## src/rtl/serial_pattern_gen.sv

```systemverilog
`default_nettype none
// ============================================================================
//  Module   : serial_pattern_gen
//  Purpose  : Parallel-to-serial stimulus source for the serial sequence
//             detector. Accepts a word plus length over a valid/ready load
//             handshake and shifts it out MSB-first, one bit every DIV
//             cycles. Supports gapless back-to-back words and auto-repeat.
//  Revision : 1.0  initial release
// ============================================================================
module serial_pattern_gen #(
  parameter int WIDTH = 16,
  parameter int DIV   = 1,
  parameter int LEN_W = $clog2(WIDTH + 1)
) (
  input  logic             clk,
  input  logic             rst,
  input  logic [WIDTH-1:0] load_data,
  input  logic [LEN_W-1:0] load_len,
  input  logic             load_valid,
  output logic             load_ready,
  input  logic             repeat_en,
  output logic             x,
  output logic             x_valid,
  output logic             busy,
  output logic             done
);

  localparam int               PER_W    = (DIV > 1) ? $clog2(DIV) : 1;
  localparam logic [PER_W-1:0] PER_LAST = PER_W'(DIV - 1);
  localparam logic [LEN_W-1:0] LEN_MAX  = LEN_W'(WIDTH);

  localparam logic [0:0] S_IDLE  = 1'b0;
  localparam logic [0:0] S_SHIFT = 1'b1;

  logic [0:0]       state_q,   state_d;
  logic [WIDTH-1:0] word_q,    word_d;     // captured word, MSB-aligned
  logic [LEN_W-1:0] len_q,     len_d;      // captured (clamped) length
  logic [WIDTH-1:0] sh_q,      sh_d;       // current bit always at MSB
  logic [LEN_W-1:0] bit_q,     bit_d;      // remaining bits after current
  logic [PER_W-1:0] per_q,     per_d;      // cycle within current bit period
  logic             x_q,       x_d;
  logic             x_valid_q, x_valid_d;
  logic             busy_q,    busy_d;
  logic             done_q,    done_d;

  logic [LEN_W-1:0] w_len;
  logic [LEN_W-1:0] w_shamt;
  logic [WIDTH-1:0] w_aligned;
  logic             w_accept;

  // done_q is high exactly in the final cycle of a word, which is also the
  // only SHIFT cycle in which a new word may be accepted.
  assign load_ready = (state_q == S_IDLE) || done_q;
  assign w_accept   = load_valid && load_ready;

  // Next-state logic: capture, shift, repeat or return to idle. Outputs are
  // derived from the next state so that they can be registered directly.
  always_comb begin
    w_len     = ((load_len == '0) || (load_len > LEN_MAX)) ? LEN_MAX : load_len;
    w_shamt   = LEN_MAX - w_len;
    w_aligned = load_data << w_shamt;

    state_d = state_q;
    word_d  = word_q;
    len_d   = len_q;
    sh_d    = sh_q;
    bit_d   = bit_q;
    per_d   = per_q;

    if (w_accept) begin
      state_d = S_SHIFT;
      word_d  = w_aligned;
      len_d   = w_len;
      sh_d    = w_aligned;
      bit_d   = w_len - 1'b1;
      per_d   = '0;
    end else if (state_q == S_SHIFT) begin
      if (per_q == PER_LAST) begin
        per_d = '0;
        if (bit_q == '0) begin
          if (repeat_en) begin
            sh_d  = word_q;
            bit_d = len_q - 1'b1;
          end else begin
            state_d = S_IDLE;
            sh_d    = '0;
            bit_d   = '0;
          end
        end else begin
          sh_d  = sh_q << 1;
          bit_d = bit_q - 1'b1;
        end
      end else begin
        per_d = per_q + 1'b1;
      end
    end

    x_d       = (state_d == S_SHIFT) && sh_d[WIDTH-1];
    x_valid_d = (state_d == S_SHIFT);
    busy_d    = (state_d == S_SHIFT);
    done_d    = (state_d == S_SHIFT) && (bit_d == '0) && (per_d == PER_LAST);
  end

  // State and registered outputs; reset abandons any word in flight.
  always_ff @(posedge clk or posedge rst) begin
    if (rst) begin
      state_q   <= S_IDLE;
      word_q    <= '0;
      len_q     <= '0;
      sh_q      <= '0;
      bit_q     <= '0;
      per_q     <= '0;
      x_q       <= 1'b0;
      x_valid_q <= 1'b0;
      busy_q    <= 1'b0;
      done_q    <= 1'b0;
    end else begin
      state_q   <= state_d;
      word_q    <= word_d;
      len_q     <= len_d;
      sh_q      <= sh_d;
      bit_q     <= bit_d;
      per_q     <= per_d;
      x_q       <= x_d;
      x_valid_q <= x_valid_d;
      busy_q    <= busy_d;
      done_q    <= done_d;
    end
  end

  assign x       = x_q;
  assign x_valid = x_valid_q;
  assign busy    = busy_q;
  assign done    = done_q;

endmodule
`default_nettype wire

```

## config.mk

```make
export PLATFORM = sky130hd
export DESIGN_NAME = serial_pattern_gen
export DESIGN_NICKNAME = d
export VERILOG_FILES = /design/src/rtl/serial_pattern_gen.sv
export SDC_FILE = /design/constraint.sdc
export NUM_CORES = 1
export LEC_CHECK = 0
export BUFFER_PORTS_ARGS = -buffer_cell sky130_fd_sc_hd__buf_2
export CAP_MARGIN = 10
export CORE_ASPECT_RATIO = 0.9
export CORE_MARGIN = 4
export CORE_UTILIZATION = 30
export DETAILED_ROUTE_END_ITERATION = 7
export SYNTH_ARGS = -nofsm -noshare
export SYNTH_HDL_FRONTEND = slang
export SYNTH_SLANG_ARGS = --single-unit
```

## constraint.sdc

```tcl
create_clock -name clk -period 2.1 [get_ports clk]
set_input_delay 0 -clock clk [delete_from_list [all_inputs] [get_ports clk]]
set_output_delay 0 -clock clk [all_outputs]
set_load 0.03 [all_outputs]
```

Word-level counts from Yosys, hierarchy flattened
Cells that the tools add are included.
{"block": "classes", "magnitude_cmp": 1, "n_reduce_logical": 11, "n_bitwise": 2, "n_shift": 1, "n_addsub": 5, "mux": 19, "eq_ne": 1}
{"op": "16-bit 2-to-1 mux", "count": 5}
{"op": "5-bit 2-to-1 mux", "count": 6}
{"op": "16-bit by 5-bit left shift with 16-bit output", "count": 1}
{"op": "5-bit logical NOT", "count": 3}
{"op": "5-bit by 1-bit subtractor with 5-bit output, second input constant", "count": 3}
{"op": "1-bit 2-to-1 mux", "count": 8}
{"op": "5-bit greater-than comparator, second input constant", "count": 1}
{"op": "5-bit subtractor, first input constant", "count": 1}
{"op": "1-bit logical AND", "count": 4}
{"op": "1-bit logical OR", "count": 2}
{"op": "2-bit by 1-bit inequality test with 1-bit output, second input constant", "count": 1}
{"op": "1-bit inverter", "count": 2}
{"op": "2-bit AND reduction", "count": 1}
{"op": "2-bit nonzero test", "count": 1}
{"op": "1-bit adder, second input constant", "count": 1}
{"block": "word_totals", "in_bits": 25, "output_inout_bits": 5, "regBits": 46, "word_cells": 49}

Depth between registers and ports, before layout
{"block": "logic_depth", "depth_word": 9, "mapped_depth": 15, "ltp_nobuf": 12}

Least setup slack after synthesis
OpenSTA, ideal clock, no wires.
{"block": "synth_timing", "path_kind": "input port to flip-flop", "startpoint": "in load_len[0]", "endpoint": "reg sh_q[11]", "path_stages": 15, "n_path_buf": 3, "setup_time_ns": 0.126, "arrival_time_ns": 2.890, "path_slack_ns": -0.916, "t_required_ns": 1.974, "cell_sequence": "nor4_1 -> inv_1 -> ha_1 -> buf_2 -> nor2b_2 -> buf_6 -> inv_1 -> ha_1 -> buf_2 -> or3b_2 -> a32oi_1 -> nand2b_1 -> nor2_1 -> a31oi_1 -> a21oi_1"}
{"block": "synth_via", "elab_chain_cells": 6, "word_cells_on_any_way": 7, "classes_between": "add/sub (1); order compare (1); shift (1); mux (2); reduce/logical (2)"}
{"item": "from (decl)", "line_no": "18", "text": "input logic [LEN_W-1:0] load_len,"}
{"item": "5-bit greater-than comparator or 5-bit logical NOT (tied branches)", "line_no": "59", "text": "w_len = ((load_len == '0) || (load_len > LEN_MAX)) ? LEN_MAX : load_len;"}
{"item": "1-bit logical OR", "line_no": "59"}
{"item": "5-bit 2-to-1 mux *", "line_no": "59"}
{"item": "5-bit subtractor *", "line_no": "60", "text": "w_shamt = LEN_MAX - w_len;"}
{"item": "16-bit by 5-bit left shift with 16-bit output *", "line_no": "61", "text": "w_aligned = load_data << w_shamt;"}
{"item": "16-bit 2-to-1 mux *", "line_no": "70", "text": "if (w_accept) begin"}
{"item": "to (signal assigned)", "line_no": "110", "text": "sh_q <= '0;"}
{"item": "to (signal assigned)", "line_no": "121", "text": "sh_q <= sh_d;"}
{"item": "to (decl)", "line_no": "38", "text": "logic [WIDTH-1:0] sh_q, sh_d;"}
Mark *: on every way between the ends. The rest lies on a longest branch, timed or not.
A chain may end at the register's enable or synchronous reset.

Worst setup path in the final report
{"block": "layout_timing", "startpoint": "in load_len[1]", "endpoint": "reg x_q (netlist: x)"}
{"block": "layout_via", "elab_chain_cells": 7, "word_cells_on_any_way": 8, "classes_between": "add/sub (1); order compare (1); shift (1); mux (2); reduce/logical (3)"}
{"item": "5-bit greater-than comparator or 5-bit logical NOT (tied branches)", "line_no": "59"}
{"item": "1-bit logical OR", "line_no": "59"}
{"item": "5-bit 2-to-1 mux *", "line_no": "59"}
{"item": "5-bit subtractor *", "line_no": "60"}
{"item": "16-bit by 5-bit left shift with 16-bit output *", "line_no": "61"}
{"item": "16-bit 2-to-1 mux *", "line_no": "70"}
{"item": "1-bit logical AND *", "line_no": "98", "text": "x_d = (state_d == S_SHIFT) && sh_d[WIDTH-1];"}
{"item": "net x_d", "line_no": "41", "text": "logic x_q, x_d;"}
{"item": "to (signal assigned)", "line_no": "113", "text": "x_q <= 1'b0;"}
{"item": "to (signal assigned)", "line_no": "124", "text": "x_q <= x_d;"}
{"item": "to (decl)", "line_no": "41"}
The timed path passes the listed nets; every way through them passes the cells marked *.

==> flow_metrics.py <==
metrics = {
    "clocking": {
        "cts_root_buf": "clkbuf_16",
        "cts_tree": "done",
        "max-clock-path-buffers": 2,
        "cts.sinks": 46,
        "path_clk_slew_ns": 0.06,
        "h-tree-depth": 2,
        "numCtsBuffers": 5,
        "clk_latency_ns": 0.28,
    },
    "drt": {
        "via_per_inst": 5.32,
        "via_count": 2925,
        "drt_pass1_iterations": 4,
        "drc": 0,
        "routedWlPerCell_um": 15.9,
        "routed_wl_mm": 8.75,
        "drtIter0Drc": 154,
        "ant_nets": 0,
    },
    "worst_setup_path": {
        "worst_setup_path_end_kind": "register",
        "path_class": "input pin to register",
        "path_cells": "buf_6 > nor4_4 > inv_2 > ha_4 > nor2b_4 > inv_6 > ha_4 > buf_6 > xor2_4 > mux2i_4 > o22ai_2 > a211o_4 > a21oi_2",
        "timing.rr.start": "bit_q[0]",
        "cp_slowest_cell": "mux2i_4",
        "worstPathArrival_ns": 2.42,
        "worst-path-buf-inv": 4,
        "critPathMaxFanout": 4,
        "start_kind": "input pin",
        "path_delay_family": "compound AO/OA/AOI/OAI gates",
        "slowest_delay_ns": 0.35,
        "required_ns": 2.31,
        "startpoint": "load_len[1]",
    },
    "logic_synthesis": {
        "post-synth-top-count-cell": "nand2_1",
        "synth-simple-area-share": 0.202,
        "synth-adder-area-share": 0.0203,
        "yosysTopAreaCell": "dfrtp_1",
        "syn_area_sq_um": 3090,
        "synth-async-reset-ratio": 1.00,
        "ys_ff_latch": 46,
        "synth_xor_area_frac": 0.0259,
        "synth_nets": 373,
        "syn_inst": 343,
        "synth_mux_area_frac": 0.133,
        "avgSynthCellArea_sq_um": 9.00,
        "synthTopCellsByCount": "nand2_1 (50), dfrtp_1 (46), a21oi_1 (28)",
        "yosys_warnings": 0,
        "synth_top_family_by_area": "simple AND/OR/NAND/NOR gates",
        "synth.area.top_cells": "dfrtp_1 (37%), mux2i_1 (7.1%), nand2_1 (6.1%)",
        "synth-compound-area-share": 0.186,
        "ys_seq_area_frac": 0.373,
        "synth_edf_count": 0,
        "synth_top_flop_cell": "dfrtp_1",
        "synth_top_area_frac": 0.373,
        "synth_cell_types": 56,
    },
    "place": {
        "numPortBuffers": 29,
        "dpl.hpwl_mm": 6.46,
        "gp_congestion": 0.835,
    },
    "cells_and_area": {
        "antenna_cells": 0,
        "nets": 453,
        "syn2layout_area_growth_pct": 44.0,
        "final_layout_size_suffix_gt1_frac": 0.443,
        "fillers": 924,
    },
    "flow_run": {
        "max_cap_violations": 0,
    },
    "power": {
        "power_frac_seq": 0.335,
        "p_sw_frac": 0.368,
        "switchingPower_mw": 1.64,
        "leakage_nw": 1.96,
        "finalPower_mw": 4.44,
        "combinationalPowerShare": 0.469,
        "vdd_ir_drop_max_uv": 457,
        "internal_power_mw": 2.80,
        "powerDensity_nw_per_um2": 999,
        "clkPwrFrac": 0.197,
    },
    "status": {
        "violations": "negative setup slack",
        "status": "finished with violations",
    },
    "timing": {
        "whs_ns": 0.150,
        "slew-limit-headroom": 0.713,
        "min_period_ns": 2.21,
        "slew_viol_final": 0,
        "worst_slew_pin_slew_ns": 0.430,
        "fin_ws_ns": -0.105,
        "fmax_ghz": 0.453,
        "setup_viol": 18,
        "fin_skew_ns": 0.00450,
        "rsz0062_at_grt": "true",
        "hold_viol": 0,
        "tns_ns": -0.906,
        "fin_crit_sh": 1.05,
    },
    "global_route": {
        "grt_max_degree": 23,
        "grt_pass1_vias": 2839,
        "overflow": 0,
        "grt_pass1_wl_mm": 14.5,
        "antenna_found_initial": 0,
        "grt_use_total": 0.147,
    },
    "floorplanning": {
        "rows": 34,
        "die_x_um": 115,
        "die-area_sq_um": 12000,
        "die_y_um": 104,
        "start_util": 0.313,
        "num_io_pins": 30,
        "core_sq_um": 9870,
    },
    "hold_path": {
        "hold_path_class": "input pin to register",
        "min_from": "load_len[3]",
    },
}
metrics by stage:
stage	instance area (sq um)	instances	setup slack [ns]	util
after global routing	4440	550	-0.208	0.450
after detailed placement	3760	525	-0.627	0.381
after global placement	3760	525	-0.563	0.381
after floorplan	3220	343	-0.539	-
after CTS	4150	540	-0.0516	0.421
final	4440	550	-0.105	0.450
worst paths after layout:
kind,endpoint,slack [ns],cells past startpoint
min in group asynchronous,sh_q[7],0.26,3
hold / removal,len_q[3],0.15,4
max in group asynchronous,bit_q[2],1.28,4
setup reg to reg,sh_q[12],0.09,7
hold reg to reg,word_q[2],0.47,2
setup / recovery,x,-0.11,13
sequential cells by signal, summed over array words and instances (netlist names):
signal,cells
sh_q,16
word_q,16
bit_q,5
len_q,5
busy,1
done,1
per_q,1
x,1
power groups by stage:
| stage | combinational, mW | clock [mW] | sequential (mW) |
|---|---|---|---|
| floorplan | 1.24 | 0 | 1.46 |
| finish | 2.08 | 0.874 | 1.49 |
| detailed placement | 1.80 | 0 | 1.48 |
| CTS | 1.92 | 0.885 | 1.47 |
| global placement | 1.78 | 0 | 1.47 |
| global route | 2.30 | 0.927 | 1.53 |
layer usage:
metal | up-vias | track usage | share of wire
met1 | 1424 | 0.221 | 0.48
li1 | 1410 | - | -
met2 | 79 | 0.221 | 0.45
met4 | 0 | 0.0369 | 0.017
met3 | 12 | 0.0186 | 0.044
met5 | - | 0 | 0
placed cells by master (no fill, tap or decap), drive strengths merged, types with 3 or more instances in the layout:
| master | n |
|---|---|
| a21oi | 28 |
| nor2 | 16 |
| o21ai | 13 |
| o22a | 4 |
| nand2b | 5 |
| mux4 | 8 |
| nor2b | 5 |
| ha | 5 |
| a31oi | 7 |
| nor3 | 8 |
| a21o | 8 |
| a211oi | 3 |
| buf | 97 |
| or3 | 4 |
| mux2i | 22 |
| clkbuf | 7 |
| a211o | 3 |
| nor4b | 3 |
| xnor2 | 4 |
| o22ai | 4 |
| o21bai | 5 |
| nand2 | 52 |
| xor2 | 3 |
| nand3 | 23 |
| inv | 12 |
| dfrtp | 46 |
cell families (layout without fill, tap and decap cells):
| group | Yosys count | after routing |
|---|---|---|
| multiplexers | 31 | 31 |
| adder cells (fa/ha/maj) | 5 | 5 |
| XOR/XNOR | 7 | 7 |
| flip-flops | 46 | 46 |
| AO/OA/AOI/OAI | 89 | 89 |
| AND/OR/NAND/NOR | 127 | 127 |
| buffers and inverters | 38 | 119 |
worst reg2reg max path, cell delays in order, from the launching register on:
cell     delay [ns]
dfrtp_1        0.41
inv_1          0.07
ha_1           0.19
or4b_4         0.50
buf_4          0.22
nand2_1        0.08
a31oi_1        0.08
o32a_1         0.35
layout make-up:
type,count,area (sq um),share of cell area
Multi-Input combinational cell,259,2170,0.488
Tap cell,126,158,0.0355
Clock inverter,1,30.0,0.00676
Timing Repair Buffer,99,751,0.169
Inverter,12,52.6,0.0118
Clock buffer,7,133,0.0298
Sequential cell,46,1150,0.259
what timing repair did:
action | in CTS | in global routing
endpoints found under the hold margin | 18 | 0
setup buffers | 5 | 10
setup endpoints to repair | 34 | 34
pin swaps | 17 | 22
resized for setup | 40 | 49
hold buffers | 2 | 0
No activity file was read; power rests on OpenSTA's default activity.
